### src/rtl/regfile_2r1w_param.sv
// Parametrised 2-read / 1-write register file with registered reads,
// optional write-to-read bypass, optional hard-wired zero register and a
// sequential clear engine that runs after reset or on request.
module regfile_2r1w_param #(
    parameter int unsigned WIDTH    = 32,
    parameter int unsigned DEPTH    = 16,
    parameter int unsigned AW       = $clog2(DEPTH),
    parameter bit          BYPASS   = 1'b1,
    parameter bit          ZERO_REG = 1'b0
) (
    input  logic             clk,
    input  logic             rst,
    input  logic             en,
    input  logic             wr,
    input  logic [AW-1:0]    sel_i,
    input  logic [WIDTH-1:0] ip,
    input  logic             rd,
    input  logic [AW-1:0]    sel_o1,
    input  logic [AW-1:0]    sel_o2,
    input  logic             clr,
    output logic [WIDTH-1:0] op1,
    output logic [WIDTH-1:0] op2,
    output logic             op_valid,
    output logic             busy,
    output logic             wr_drop
);

    // Depth as an (AW+1)-bit value so range checks never overflow the select width.
    localparam logic [AW:0]   DEPTH_X  = (AW + 1)'(DEPTH);
    localparam logic [AW-1:0] LAST_IDX = AW'(DEPTH - 1);

    typedef enum logic {
        S_IDLE  = 1'b0,
        S_CLEAR = 1'b1
    } state_t;

    state_t           state_q;
    state_t           state_d;
    logic [AW-1:0]    cidx_q;
    logic [AW-1:0]    cidx_d;

    logic [WIDTH-1:0] mem [DEPTH];

    logic             mem_we;
    logic [AW-1:0]    mem_waddr;
    logic [WIDTH-1:0] mem_wdata;

    logic [WIDTH-1:0] op1_d;
    logic [WIDTH-1:0] op2_d;
    logic             op_valid_d;
    logic             busy_d;
    logic             wr_drop_d;

    logic             wr_ok_c;
    logic [WIDTH-1:0] rdata1_c;
    logic [WIDTH-1:0] rdata2_c;

    function automatic logic in_range(input logic [AW-1:0] sel);
        return {1'b0, sel} < DEPTH_X;
    endfunction

    function automatic logic is_zero_reg(input logic [AW-1:0] sel);
        return ZERO_REG && (sel == '0);
    endfunction

    // An IDLE write that will actually land in the array this cycle.
    assign wr_ok_c = en && (state_q == S_IDLE) && wr && in_range(sel_i) && !is_zero_reg(sel_i);

    // Read port 1 data: forced zero, forwarded write data, or array contents.
    always_comb begin
        rdata1_c = '0;
        if (in_range(sel_o1) && !is_zero_reg(sel_o1)) begin
            if (BYPASS && wr_ok_c && (sel_o1 == sel_i)) begin
                rdata1_c = ip;
            end else begin
                rdata1_c = mem[sel_o1];
            end
        end
    end

    // Read port 2 data: same selection rules as port 1.
    always_comb begin
        rdata2_c = '0;
        if (in_range(sel_o2) && !is_zero_reg(sel_o2)) begin
            if (BYPASS && wr_ok_c && (sel_o2 == sel_i)) begin
                rdata2_c = ip;
            end else begin
                rdata2_c = mem[sel_o2];
            end
        end
    end

    // FSM state register.
    always_ff @(posedge clk or negedge rst) begin
        if (!rst) begin
            state_q <= S_CLEAR;
        end else begin
            state_q <= state_d;
        end
    end

    // FSM next state: clear on request, return to IDLE after the last index.
    always_comb begin
        state_d = state_q;
        if (en) begin
            case (state_q)
                S_IDLE:  if (clr) state_d = S_CLEAR;
                S_CLEAR: if (cidx_q == LAST_IDX) state_d = S_IDLE;
                default: state_d = S_CLEAR;
            endcase
        end
    end

    // FSM outputs: next read data, pulses, clear index and array write port.
    always_comb begin
        op1_d      = op1;
        op2_d      = op2;
        op_valid_d = 1'b0;
        wr_drop_d  = 1'b0;
        cidx_d     = cidx_q;
        mem_we     = 1'b0;
        mem_waddr  = sel_i;
        mem_wdata  = ip;
        busy_d     = (state_d == S_CLEAR);
        if (en) begin
            case (state_q)
                S_IDLE: begin
                    mem_we    = wr_ok_c;
                    wr_drop_d = wr && !in_range(sel_i);
                    if (rd) begin
                        op1_d      = rdata1_c;
                        op2_d      = rdata2_c;
                        op_valid_d = 1'b1;
                    end
                    if (clr) begin
                        cidx_d = '0;
                    end
                end
                S_CLEAR: begin
                    mem_we    = 1'b1;
                    mem_waddr = cidx_q;
                    mem_wdata = '0;
                    cidx_d    = cidx_q + AW'(1);
                    wr_drop_d = wr;
                end
                default: ;
            endcase
        end
    end

    // Registered outputs and clear index.
    always_ff @(posedge clk or negedge rst) begin
        if (!rst) begin
            op1      <= '0;
            op2      <= '0;
            op_valid <= 1'b0;
            wr_drop  <= 1'b0;
            busy     <= 1'b1;
            cidx_q   <= '0;
        end else begin
            op1      <= op1_d;
            op2      <= op2_d;
            op_valid <= op_valid_d;
            wr_drop  <= wr_drop_d;
            busy     <= busy_d;
            cidx_q   <= cidx_d;
        end
    end

    // Storage array; contents are zeroed by the clear pass, not by reset.
    always_ff @(posedge clk) begin
        if (mem_we) begin
            mem[mem_waddr] <= mem_wdata;
        end
    end

endmodule

### config.mk
export PLATFORM = sky130hd
export DESIGN_NAME = regfile_2r1w_param
export DESIGN_NICKNAME = d
export VERILOG_FILES = /design/src/rtl/regfile_2r1w_param.sv
export SDC_FILE = /design/constraint.sdc
export NUM_CORES = 1
export LEC_CHECK = 0
export BUFFER_PORTS_ARGS = -buffer_cell sky130_fd_sc_hd__clkbuf_2
export CELL_PAD_IN_SITES_DETAIL_PLACEMENT = 2
export CELL_PAD_IN_SITES_GLOBAL_PLACEMENT = 2
export CORE_UTILIZATION = 43
export CTS_BUF_LIST = sky130_fd_sc_hd__clkbuf_16
export CTS_CLUSTER_DIAMETER = 40
export DETAILED_ROUTE_END_ITERATION = 8
export PLACE_DENSITY = 0.8
export SYNTH_ARGS = -nofsm -noshare
export SYNTH_HDL_FRONTEND = slang
export SYNTH_SLANG_ARGS = --single-unit
### constraint.sdc
create_clock -name clk -period 3.55 [get_ports clk]
set_clock_uncertainty 0.2 [all_clocks]
set_input_delay 0 -clock clk [delete_from_list [all_inputs] [get_ports clk]]
set_output_delay 0 -clock clk [all_outputs]
set_load 0.05 [all_outputs]
==> flow_summary.rst <==
.. list-table::
   :header-rows: 1

   * - Metric
     - Value
   * - Result of the run
     - finished, final reports clean
   * - Die width
     - 253 µm
   * - Synthesized flop and latch total
     - 583
   * - Setup violations, final
     - 0
   * - Final worst-path setup slack
     - 180 ps
   * - Die area
     - 64,200 µm²
   * - Height of the die
     - 253 µm
   * - Final wirelength
     - 99.2 mm
   * - Worst-Margin Slew
     - 1260 ps
   * - Number of remaining DRC errors
     - 0
   * - Via count of the first global-routing pass
     - 19,600
   * - Largest fanout of any net on the critical path
     - 18
   * - Post-synth top cells
     - 512 x sky130_fd_sc_hd__edfxtp_1, 288 x sky130_fd_sc_hd__mux4_2, 106 x sky130_fd_sc_hd__nand2_1, 70 x sky130_fd_sc_hd__dfrtp_1, 68 x sky130_fd_sc_hd__clkbuf_1
   * - Syn Nets
     - 1,540
   * - Prevailing post-synth register cell
     - sky130_fd_sc_hd__edfxtp_1
   * - I/O pin total
     - 117
   * - Critical Path RT
     - 3840 ps
   * - Data arrival time of the worst path
     - 3660 ps
   * - Number of synthesis warnings
     - 0
   * - Post-route antenna net violation count
     - 0
   * - Share of cells above drive strength 1
     - 38.3%
   * - Fin crit period
     - 3370 ps
   * - Number of cells in the design after placement
     - 2,372
   * - Most numerous cell in the Yosys netlist
     - sky130_fd_sc_hd__edfxtp_1
   * - Layout overhead on the synthesized area
     - 19.6%
   * - Maximum capacitance violations
     - 0
   * - Path length in cells of the critical path
     - 7
   * - TNS Setup
     - 0 ps
   * - Post-synthesis instance area
     - 27,200 µm²
   * - Clock network latency to the later pin of the worst-skew pair
     - 650 ps
   * - Cells on Worst Hold Path
     - 4
   * - Fraction of post-synthesis cell area in the top cell type by area
     - 56.6%
   * - Setup slack of the most critical reg-to-reg path
     - 180 ps
   * - Pin count of the biggest net entering global routing
     - 100
   * - Initial Util
     - 43.8%
   * - Setup repair after global routing missed its margin
     - false
   * - Overall overflow remaining after global route
     - 0
   * - Dominant delay contributor by cell family on the critical path
     - compound AO/OA/AOI/OAI gates
   * - Highest clock frequency the design can meet
     - 297 MHz
   * - Overall routing resource usage
     - 31.9%
   * - Sink Count
     - 583
   * - Crit path capture type
     - flop
   * - Origin of the worst min-delay path
     - ip[6]
   * - Number of DRC markers after the initial detailed-route iteration
     - 1,932
   * - Buffers & Inverters on Critical Path
     - 2
   * - Final Hold Vio Count
     - 0
   * - Worst Hold Class
     - input port to flop
   * - Share of the cycle needed by the critical path after routing
     - 94.9%
   * - R2r worst-path depth
     - 7
   * - Setup Crit Path Kind
     - flop to flop
   * - Via count
     - 17,500
   * - Quantity of I/O buffers inserted on ports
     - 116
   * - Cell-by-cell trace of the critical path
     - nand2_2 > buf_4 > nand3b_1 > o2111ai_4 > buf_4 > o31ai_1 > a31oi_1
   * - Post-detail-place hpwl
     - 55.7 mm
   * - Worst slack, placed
     - 292 ps
   * - Worst reg2reg path startpoint
     - busy
   * - Post-layout instance count excluding filler cells
     - 2,584
   * - Mean cell area of the mapped netlist
     - 18.2 µm²
   * - Wirelength per Cell
     - 38.4 µm
   * - Post-CTS Setup Bufs
     - 0
   * - Count of different cell masters after synthesis
     - 46
   * - Power per Cell Area
     - 709 nW/µm²
   * - CORE AREA
     - 62,100 µm²
   * - CTS tree
     - built
   * - Critical R2R Capture
     - op2[31]
   * - Async S/R FF share, synth
     - 12.2%
   * - Static power due to leakage
     - 0.0112 µW
   * - Main area contributors after synthesis
     - sky130_fd_sc_hd__edfxtp_1 57%, sky130_fd_sc_hd__mux4_2 24%, sky130_fd_sc_hd__dfrtp_1 6.4%
   * - Final weighted congestion in routability-driven placement
     - 0.804
   * - Cell accounting for the most synthesized area
     - sky130_fd_sc_hd__edfxtp_1
   * - TritonCTS Buffers
     - 90
   * - Hold worst-path end
     - op1[6]
   * - PnR Total Power
     - 23,100 µW
   * - Initial antenna violation count
     - 1
   * - Top cell by count, worst path
     - sky130_fd_sc_hd__buf_4
   * - Global-route wire length before repair
     - 143 mm
   * - Critical path startpoint category
     - flop
   * - Master of the slowest instance on the critical path
     - sky130_fd_sc_hd__dfstp_2
   * - Maximum vdd ir drop
     - 0.443 mV
   * - Total iterations of the first detailed-routing run
     - 5
   * - Number of resized instances in the post-cts repair step
     - 0
   * - Sequential area share after synthesis
     - 63.1%
   * - H-Tree Level Count
     - 3
   * - Number of enable flip-flop cells after synthesis
     - 512
   * - Row count
     - 91
   * - Clk root buf
     - sky130_fd_sc_hd__clkbuf_16
   * - Clock-pin slew reported for the worst setup and hold paths after clock tree synthesis
     - 60 ps
   * - Post-detailed-route via-to-cell ratio
     - 6.76
   * - Number of hold buffers added after cts
     - 45
   * - Pins over their slew limit
     - 0
   * - Final-stage net count
     - 1,723
   * - Max incr delay on CP
     - 730 ps
   * - Slew HR
     - 15.0%
   * - Clock tree buffer depth
     - 3
   * - Number of standard cells after synthesis
     - 1,489
report_power, final:
group	switching, µW	internal [µW]
combinational	3820	1430
sequential	565	8350
clock	3490	5400
how the worst max path moves through the flow:
stage,startpoint,endpoint,slack [ps]
CTS,busy,mem[5][21],80
detailed placement,busy,mem[5][15],290
global placement,busy,mem[9][7],410
floorplan,busy,mem[10][0],20
global route,busy,mem[9][5],70
finish,busy,op2[31],180
final cells by class:
| cell class | instances | area, µm² |
|---|---|---|
| Antenna cell | 1 | 2.50 |
| Sequential cell | 583 | 17200 |
| Fill cell | 5341 | 29600 |
| Clock buffer | 92 | 2300 |
| Tap cell | 837 | 1050 |
| Clock inverter | 74 | 663 |
| Timing Repair Buffer | 223 | 1780 |
| Inverter | 36 | 136 |
| Multi-Input combinational cell | 738 | 9420 |
sequential cells by signal, summed over array words and instances (netlist names):
name      cells
mem         512
wr_drop       1
op_valid      1
busy          1
cidx_q        4
op2          32
op1          32
metrics by stage:
| stage | instance area [µm²] | util (%) | hold WS, ps |
|---|---|---|---|
| 5_1_grt | 32500 | 52.4 | 45.0 |
| 4_1_cts | 32500 | 52.4 | 4.22 |
| 2_1_floorplan | 27200 | - | -496 |
| 3_3_place_gp | 29100 | 46.8 | -30.9 |
| 3_5_place_dp | 29100 | 46.8 | -18.5 |
| 6_report | 32500 | 52.4 | 13.5 |
layer usage:
metal  vias up  GRT usage (%)  wire length (µm)
met4         0           15.3              4270
li1       6663              -                 -
met2      1111           54.1             51000
met3       271           6.82              8670
met1      9418           38.9             35300
met5         -              0                 0
worst min-delay path: cells and delay by family:
family,cells,cell delay [ps]
AO/OA/AOI/OAI,1,90
buffers and inverters,2,630
AND/OR/NAND/NOR,1,80
cells by family (layout without fill, tap and decap cells):
family / after synthesis / count (layout) / share of synthesized area [%]
AOI/OAI and AO/OA: 187 / 187 / 5.52
DFF: 583 / 583 / 63.1
buffers and inverters: 168 / 425 / 2.86
muxes: 290 / 290 / 23.9
adders and majority gates: 1 / 1 / 0.0460
and+or+nand+nor: 252 / 252 / 4.23
xor gates and xnor gates: 8 / 8 / 0.258
other: 0 / 1 / 0
cells in the final DEF, fill, tap and decap left out, types with 36 or more instances in the layout:
master / n
sky130_fd_sc_hd__a22oi_1: 66
sky130_fd_sc_hd__buf_4: 46
sky130_fd_sc_hd__clkbuf_16: 92
sky130_fd_sc_hd__clkbuf_2: 110
sky130_fd_sc_hd__dfrtp_1: 70
sky130_fd_sc_hd__dlygate4sd3_1: 44
sky130_fd_sc_hd__edfxtp_1: 512
sky130_fd_sc_hd__inv_1: 51
sky130_fd_sc_hd__mux4_2: 288
sky130_fd_sc_hd__nand2_1: 105
sky130_fd_sc_hd__nand3_1: 36
Note: power is estimated with default switching activity, not from simulation.
